--- src/rtl/game_pkg.sv ---
// Shared types and defaults for the game flow controller.
package game_pkg;

  typedef enum logic [2:0] {
    TITLE      = 3'd0,
    ARM        = 3'd1,
    PLAY       = 3'd2,
    WIN_PAUSE  = 3'd3,
    LOSE_PAUSE = 3'd4,
    GAME_OVER  = 3'd5,
    VICTORY    = 3'd6
  } game_state_t;

  localparam int unsigned NUM_LEVELS_DEF   = 3;
  localparam int unsigned START_LIVES_DEF  = 3;
  localparam int unsigned PAUSE_CYCLES_DEF = 50_000_000;

  localparam int unsigned LIVES_W = 3;
  localparam int unsigned LEVEL_W = 2;
  localparam int unsigned STATE_W = 3;

endpackage

--- src/rtl/button_edge_sync.sv ---
// Synchronises an active-low push button and emits one pulse per press.
module button_edge_sync (
  input  logic clk,
  input  logic rst,
  input  logic btn_n_i,
  output logic press_o
);

  // sync_q[1] is the synchronised level, sync_q[2] its previous value
  logic [2:0] sync_q;
  logic       press_q;

  always_ff @(posedge clk or posedge rst) begin
    if (rst) begin
      sync_q  <= 3'b111;
      press_q <= 1'b0;
    end else begin
      sync_q  <= {sync_q[1:0], btn_n_i};
      press_q <= sync_q[2] & ~sync_q[1];
    end
  end

  assign press_o = press_q;

endmodule

--- src/rtl/game_flow_controller.sv ---
// Top-level game sequencer: title, level play, banners, game over and victory.
module game_flow_controller
  import game_pkg::*;
#(
  parameter int unsigned NUM_LEVELS   = NUM_LEVELS_DEF,
  parameter int unsigned START_LIVES  = START_LIVES_DEF,
  parameter int unsigned PAUSE_CYCLES = PAUSE_CYCLES_DEF
) (
  input  logic               vga_clock,
  input  logic               reset,
  input  logic               start_button,
  input  logic               level_win,
  input  logic               level_lose,
  output logic               level_reset_n,
  output logic [LEVEL_W-1:0] level_index,
  output logic [LIVES_W-1:0] lives,
  output logic [STATE_W-1:0] game_state,
  output logic [LEVEL_W-1:0] levels_cleared
);

  localparam int unsigned CNT_W = $clog2(PAUSE_CYCLES) + 1;
  localparam logic [CNT_W-1:0]   CNT_LAST  = CNT_W'(PAUSE_CYCLES - 1);
  localparam logic [LEVEL_W-1:0] IDX_LAST  = LEVEL_W'(NUM_LEVELS - 1);
  localparam logic [LEVEL_W-1:0] CLR_ALL   = LEVEL_W'(NUM_LEVELS);
  localparam logic [LIVES_W-1:0] LIVES_RST = LIVES_W'(START_LIVES);

  game_state_t        state_q, state_d;
  logic [LIVES_W-1:0] lives_q, lives_d;
  logic [LEVEL_W-1:0] idx_q, idx_d;
  logic [LEVEL_W-1:0] clr_q, clr_d;
  logic [CNT_W-1:0]   cnt_q, cnt_d;
  logic               rstn_q, rstn_d;
  logic               start_pulse;

  button_edge_sync u_start_sync (
    .clk     (vga_clock),
    .rst     (reset),
    .btn_n_i (start_button),
    .press_o (start_pulse)
  );

  always_ff @(posedge vga_clock or posedge reset) begin
    if (reset) begin
      state_q <= TITLE;
      lives_q <= LIVES_RST;
      idx_q   <= '0;
      clr_q   <= '0;
      cnt_q   <= '0;
      rstn_q  <= 1'b0;
    end else begin
      state_q <= state_d;
      lives_q <= lives_d;
      idx_q   <= idx_d;
      clr_q   <= clr_d;
      cnt_q   <= cnt_d;
      rstn_q  <= rstn_d;
    end
  end

  always_comb begin
    state_d = state_q;
    lives_d = lives_q;
    idx_d   = idx_q;
    clr_d   = clr_q;
    cnt_d   = cnt_q;
    rstn_d  = 1'b0;

    case (state_q)
      TITLE: begin
        if (start_pulse) begin
          lives_d = LIVES_RST;
          clr_d   = '0;
          idx_d   = '0;
          state_d = ARM;
        end
      end
      // Level outputs are ignored here while the level settles after reset release
      ARM: state_d = PLAY;
      PLAY: begin
        if (level_lose) begin
          state_d = LOSE_PAUSE;
          cnt_d   = '0;
          if (lives_q != '0) lives_d = lives_q - LIVES_W'(1);
        end else if (level_win) begin
          state_d = WIN_PAUSE;
          cnt_d   = '0;
          clr_d   = clr_q + LEVEL_W'(1);
        end
      end
      WIN_PAUSE: begin
        if (cnt_q == CNT_LAST) begin
          if (clr_q == CLR_ALL) begin
            state_d = VICTORY;
          end else begin
            if (idx_q < IDX_LAST) idx_d = idx_q + LEVEL_W'(1);
            state_d = ARM;
          end
        end else begin
          cnt_d = cnt_q + CNT_W'(1);
        end
      end
      LOSE_PAUSE: begin
        if (cnt_q == CNT_LAST) begin
          state_d = (lives_q == '0) ? GAME_OVER : ARM;
        end else begin
          cnt_d = cnt_q + CNT_W'(1);
        end
      end
      GAME_OVER, VICTORY: begin
        if (start_pulse) state_d = TITLE;
      end
      default: state_d = TITLE;
    endcase

    rstn_d = (state_d == ARM) || (state_d == PLAY);
  end

  assign level_reset_n  = rstn_q;
  assign level_index    = idx_q;
  assign lives          = lives_q;
  assign game_state     = state_q;
  assign levels_cleared = clr_q;

endmodule

--- config.mk ---
export PLATFORM = sky130hd
export DESIGN_NAME = game_flow_controller
export DESIGN_NICKNAME = d
export VERILOG_FILES = /design/src/rtl/game_pkg.sv /design/src/rtl/button_edge_sync.sv /design/src/rtl/game_flow_controller.sv
export SDC_FILE = /design/constraint.sdc
export NUM_CORES = 1
export LEC_CHECK = 0
export CORE_ASPECT_RATIO = 1.2
export CORE_MARGIN = 2
export CORE_UTILIZATION = 55
export DETAILED_ROUTE_END_ITERATION = 6
export PLACE_DENSITY = 0.83
export SLEW_MARGIN = 20
export SYNTH_ARGS = -nofsm -noshare
export SYNTH_HDL_FRONTEND = slang
export SYNTH_SLANG_ARGS = --single-unit
--- constraint.sdc ---
create_clock -name vga_clock -period 4.18 [get_ports vga_clock]
set_input_delay 0.836 -clock vga_clock [delete_from_list [all_inputs] [get_ports vga_clock]]
set_output_delay 0.836 -clock vga_clock [all_outputs]
set_load 0.02 [all_outputs]
# ---- Yosys cells after proc, flatten, opt, wreduce, memory -nomap -nowiden
# Cells that the tools add are included.
dict set report op_classes {
  n_eq_ne 20
  bitwise_logic 2
  n_addsub 4
  muxes 25
  reduce_logical 13
  magnitude_cmp 1
}
# cell count
set op_table {}
lappend op_table {{2-to-1 mux 27 bit} 3}
lappend op_table {{case mux 27 bit (2 select lines)} 1}
lappend op_table {{2-to-1 mux 3 bit} 11}
lappend op_table {{adder 27 x 1 -> 27 bit (second input constant)} 1}
lappend op_table {{== test 27 x 26 -> 1 bit (second input constant)} 1}
lappend op_table {{case mux 3 bit (6 select lines)} 1}
lappend op_table {{inequality test 2 bit (second input constant)} 8}
lappend op_table {{2-to-1 mux 2 bit} 6}
lappend op_table {{== test 3 x 2 -> 1 bit (second input constant)} 3}
lappend op_table {{== test 3 bit (second input constant)} 3}
lappend op_table {{case mux 2 bit (2 select lines)} 2}
lappend op_table {{AND reduction 4 bit} 2}
lappend op_table {{== test 3 x 1 -> 1 bit (second input constant)} 2}
lappend op_table {{zero test 3 bit} 2}
lappend op_table {{case mux 3 bit (2 select lines)} 1}
lappend op_table {{nonzero test 2 bit} 3}
lappend op_table {{AND reduction 5 bit} 1}
lappend op_table {{adder 2 x 1 -> 2 bit (second input constant)} 2}
lappend op_table {{OR reduction 2 bit} 2}
lappend op_table {{inequality test 3 bit (second input constant)} 1}
lappend op_table {{AND reduction 3 bit} 1}
lappend op_table {{nonzero test 3 bit} 1}
lappend op_table {{subtractor 3 x 1 -> 3 bit (second input constant)} 1}
lappend op_table {{== test 2 bit (second input constant)} 1}
lappend op_table {{5 further kinds} 5}
dict set report word_totals {
  out_inout_bits 11
  reg_bits 42
}

# ---- Longest topological paths before layout
dict set report logic_depth {
  depth_word 6
  ltp_mapped 8
}

# ---- By module
# From an unflattened synthesis, not the netlist that was laid out.
dict set report hier_totals {
  hier_cells 255
  hier_area_um2 2493.6
}
# mod instances area_each_um2 cells_each
set by_module_without_submodules {}
lappend by_module_without_submodules {game_flow_controller 1 2372.3 249}
lappend by_module_without_submodules {button_edge_sync 1 121.4 6}

# ---- Worst setup path after synthesis
# Ideal clock, no wire load.
dict set report synth_timing {
  path_type {input to register}
  start {input level_lose}
  end {register cnt_q[19]}
  setup_slack_ns 2.121
  setup_time_ns 0.132
  stages 6
  path_buffers 0
  t_arrival_ns 1.927
  cell_sequence {nor3_1 nor3_1 o32ai_4 a2111oi_1 xnor2_1 nor2_1}
}
dict set report synth_between {
  elab_chain_len 2
  elab_cells_between_ends 4
  classes_between {1 x eq/ne; 2 x mux; 1 x reduce/logical}
}
# element line_no
set synth_lines {}
lappend synth_lines {{from (decl)} game_flow_controller.sv:13} ;# input logic level_lose,
lappend synth_lines {{inequality test 3 bit (no source line) or 2-to-1 mux 27 bit (tied branches)} --}
lappend synth_lines {{AND reduction 3 bit (no source line) or case mux 27 bit (2 select lines) (tied branches)} --}
lappend synth_lines {{to (signal assigned)} game_flow_controller.sv:55} ;# cnt_q <= cnt_d;
lappend synth_lines {{to (decl)} game_flow_controller.sv:31} ;# logic [CNT_W-1:0] cnt_q, cnt_d;
# Parallel ways exist; a longest one is shown, timed or not.
# A chain may end at the register's enable or synchronous reset.

# ---- Worst setup path in the final report
# Ends and elaborated chain as after synthesis.

==> results.txt <==
* Most used cells in the layout excluding fill and tap cells: dfrtp_1 (37), nor2_1 (35), xnor2_1 (24)
* Total number of nets in the final design: 265
- The worst path needs 2700 ps of the cycle, external delays included.
- The routed design has 4640 um of wire.
- The final-report max-slew violation count came to 0.
* Area Overhead vs Synth: 12.7%
- The synthesized netlist devotes 9.04% of its cell area to XOR and XNOR gates.
- For this design, the sink count on the clock tree is 42.
- Data on the critical path is required at its endpoint by 4340 ps.
- The first global-routing pass estimated 8050 um of wire.
- Number of clock buffers inserted by TritonCTS: 5
- After synthesis the cells add up to 2320 um^2.
- The worst hold path terminates at u_start_sync.sync_q[1].
- Summed over all cells, the static leakage comes to 1.03 nW.
- Hold-fix buffer count after cts: 0
* Die X-Extent: 63.4 um
- The synthesized design contains 0 enable-type register cells.
* Number of top-level pins: 16
- Routed length per placed instance: 14.9 um
* Commonest non-fill, non-tap cell in the layout: dfrtp_1
- Setup repair after global routing left no endpoint under its margin.
- For this block, the initial DRC count from the detailed router was 79.
- Counting every net in the synthesized netlist gives 250.
* Worst setup path class: primary input to flip-flop
* Avg Vias per Cell: 5.87
* Routability cong.: 0.891
- In this run the standard cell core region covers 4000 um^2.
- DRC violation count after routing: 0
- Share of the synthesized area in compound gates (AO/OA/AOI/OAI): 11.8%
* Endpoint type of the worst setup path: flip-flop
* Total power: 0.00124 W
- Number of cells traversed by the worst hold path: 0
- The floorplan has 25 rows.
- In the final timing run, aggregate negative setup slack is 0 ps.
* Crit path DAT: 2850 ps
- The tree is rooted in a clkbuf_8.
* Maximum vdd drop: 215 uV
* Endpoint of the worst-slack reg-to-reg timing path: cnt_q[11]
- The final-report hold violation count was 0.
- Setup violations remaining at the end of the flow were counted as 0.
* Hold Crit Start: u_start_sync.sync_q[0]
- By area, the combinational part of the netlist is dominated by simple AND/OR/NAND/NOR gates.
- Synth Register Bits: 42
* Async set-or-reset flop fraction in the synthesized netlist: 100%
- Die area: 4770 um^2
- Reg2reg path depth: 7
- For this run, the top clock speed supported by timing is 370 MHz.
* # fillers: 344
- In this run the tightest slew margin relative to its limit is 33.1%.
* Clock latency on the worst-skew pair: 300 ps
* Arithmetic-cell share of the synthesized area counting full adders, half adders and majority gates: 2.15%
- The H-tree generated during clock tree synthesis spans 2 levels.
- Number of distinct library cells after synthesis: 47
- Once detailed placement completed, the half-perimeter wirelength came to 3260 um.
- In the final layout, the share of cells above drive strength 1 is 12.1%.
- CTS tree: built
- Via total after detailed routing: 1,826
- Synthesis produced a netlist whose cell count is 241.
- Worst reg2reg startpoint: cnt_q[0]
* Global-route usage over all layers: 21.8%
* Number of global-route vias before repair: 1,725
- Least-Margin Pin Slew: 1000 ps
* Startpoint Class: primary input
* Worst Skew: 7.25 ps
* Share of the yosys chip area belonging to registers: 45.5%
* Post-route clock period utilization: 64.6%
* Status: complete, no violations
- Summing the areas of all and, or, nand and nor instances in the mapped netlist gives 26.0% of the synthesized area.
* Total of buffers placed on input and output ports: 15
- Among all flip-flop cells after synthesis, the most frequent one is dfrtp_1.
- Worst min path class: flip-flop to flip-flop
- In this run the register-to-register setup slack is 1560 ps.
- Max FO, Critical Path: 28
* Initial antenna violation count: 0
* ANT cells: 0
* Post-CTS Resized: 0
- Pre-Repair DR Iteration Count: 4
- Max Cap Viol: 0
- Number of routed nets with antenna violations: 0
* Initial standard-cell utilization of the core: 58.1%
- Power per standard cell area: 473 nW/um^2
- The floorplan step set the die height to 75.2 um.
* Synth warnings: 0
- Dividing the synthesized area by the synthesized cell count gives 9.65 um^2.
- In the synthesized netlist, mux cells make up 1.78% of the area.
- Max Buffers Root-to-Sink: 2
- Pin count of the biggest net entering global routing: 43
* Setup fix buffers added after clock tree synthesis: 0
- Remaining global-route overflow: 0
- Clock transition at the registers of the reported paths: 80 ps
-- layout make-up --
class | count | area (um^2) | area share (%)
Clock inverter | 3 | 40.0 | 1.53
Inverter | 11 | 41.3 | 1.58
Timing Repair Buffer | 17 | 165 | 6.30
Tap cell | 54 | 67.6 | 2.58
Clock buffer | 5 | 68.8 | 2.63
Sequential cell | 42 | 1060 | 40.4
Multi-Input combinational cell | 179 | 1180 | 45.0
-- sequential cells by signal (all words and copies together) (netlist names) --
register and flops:
u_start_sync.press_o 1, lives 3, game_state 3, level_index 2
levels_cleared 2, cnt_q 27, level_reset_n 1, u_start_sync.sync_q 3
-- routing by layer --
layer | vias up | part of all wire [%] | track usage, %
met4 | 0 | 2.1 | 9.18
met5 | - | 0 | 0
li1 | 878 | - | -
met3 | 10 | 3.8 | 4.78
met2 | 37 | 51 | 38.0
met1 | 901 | 43 | 26.5
-- worst max-delay path: stages --
cell	delay, ps
clkdlybuf4s50_1	600
nor3_1	90
nor3_1	270
o32ai_4	330
a2111oi_1	500
xnor2_1	170
nor2_1	60
-- kinds of logic (layout without fill, tap and decap cells) --
family,after synthesis,after routing
AO/OA/AOI/OAI,37,37
XOR/XNOR,24,24
adder cells (fa/ha/maj),4,4
buffers and inverters,20,36
flip-flops,42,42
multiplexers,4,4
AND/OR/NAND/NOR,110,110
-- synth_stat cells, types with 5 or more instances --
master | n | area [um^2]
inv_1 | 10 | 37.5
nand3_1 | 17 | 85.1
dfstp_2 | 5 | 131
xnor2_1 | 24 | 210
a21oi_1 | 5 | 25.0
dfrtp_1 | 37 | 926
nor3_1 | 8 | 40.0
nor2_1 | 35 | 131
nand2_1 | 13 | 48.8
nand2b_1 | 8 | 50.1
o21ai_0 | 10 | 50.1
a211oi_1 | 11 | 82.6
-- where the power goes --
group	total, W	internal (W)	switching (W)	leakage, nW
registers	0.000518	0.000459	0.0000598	0.563
logic	0.000407	0.000162	0.000245	0.410
clock network	0.000315	0.000176	0.000139	0.0579
-- worst max-delay path by stage --
stage	slack [ps]	cells after the start	start	endpoint
after floorplan	2120	6	level_lose	cnt_q[19]
after global placement	1220	7	level_lose	cnt_q[19]
after detailed placement	1180	7	level_lose	cnt_q[19]
after CTS	1500	7	level_lose	cnt_q[19]
after global routing	1380	7	cnt_q[0]	cnt_q[9]
final	1480	7	level_lose	cnt_q[19]
-- per-stage QoR --
| step | util [%] | setup WS, ps | hold slack, ps | cell area [um^2] | instances |
|---|---|---|---|---|---|
| floorplan | - | 2120 | 345 | 2320 | 241 |
| global placement | 62.7 | 1220 | 349 | 2510 | 303 |
| detailed placement | 62.7 | 1180 | 349 | 2510 | 303 |
| CTS | 65.4 | 1500 | 361 | 2620 | 311 |
| global route | 65.4 | 1380 | 362 | 2620 | 311 |
| finish | 65.4 | 1480 | 359 | 2620 | 311 |
Power figures use the tool's default switching activity.
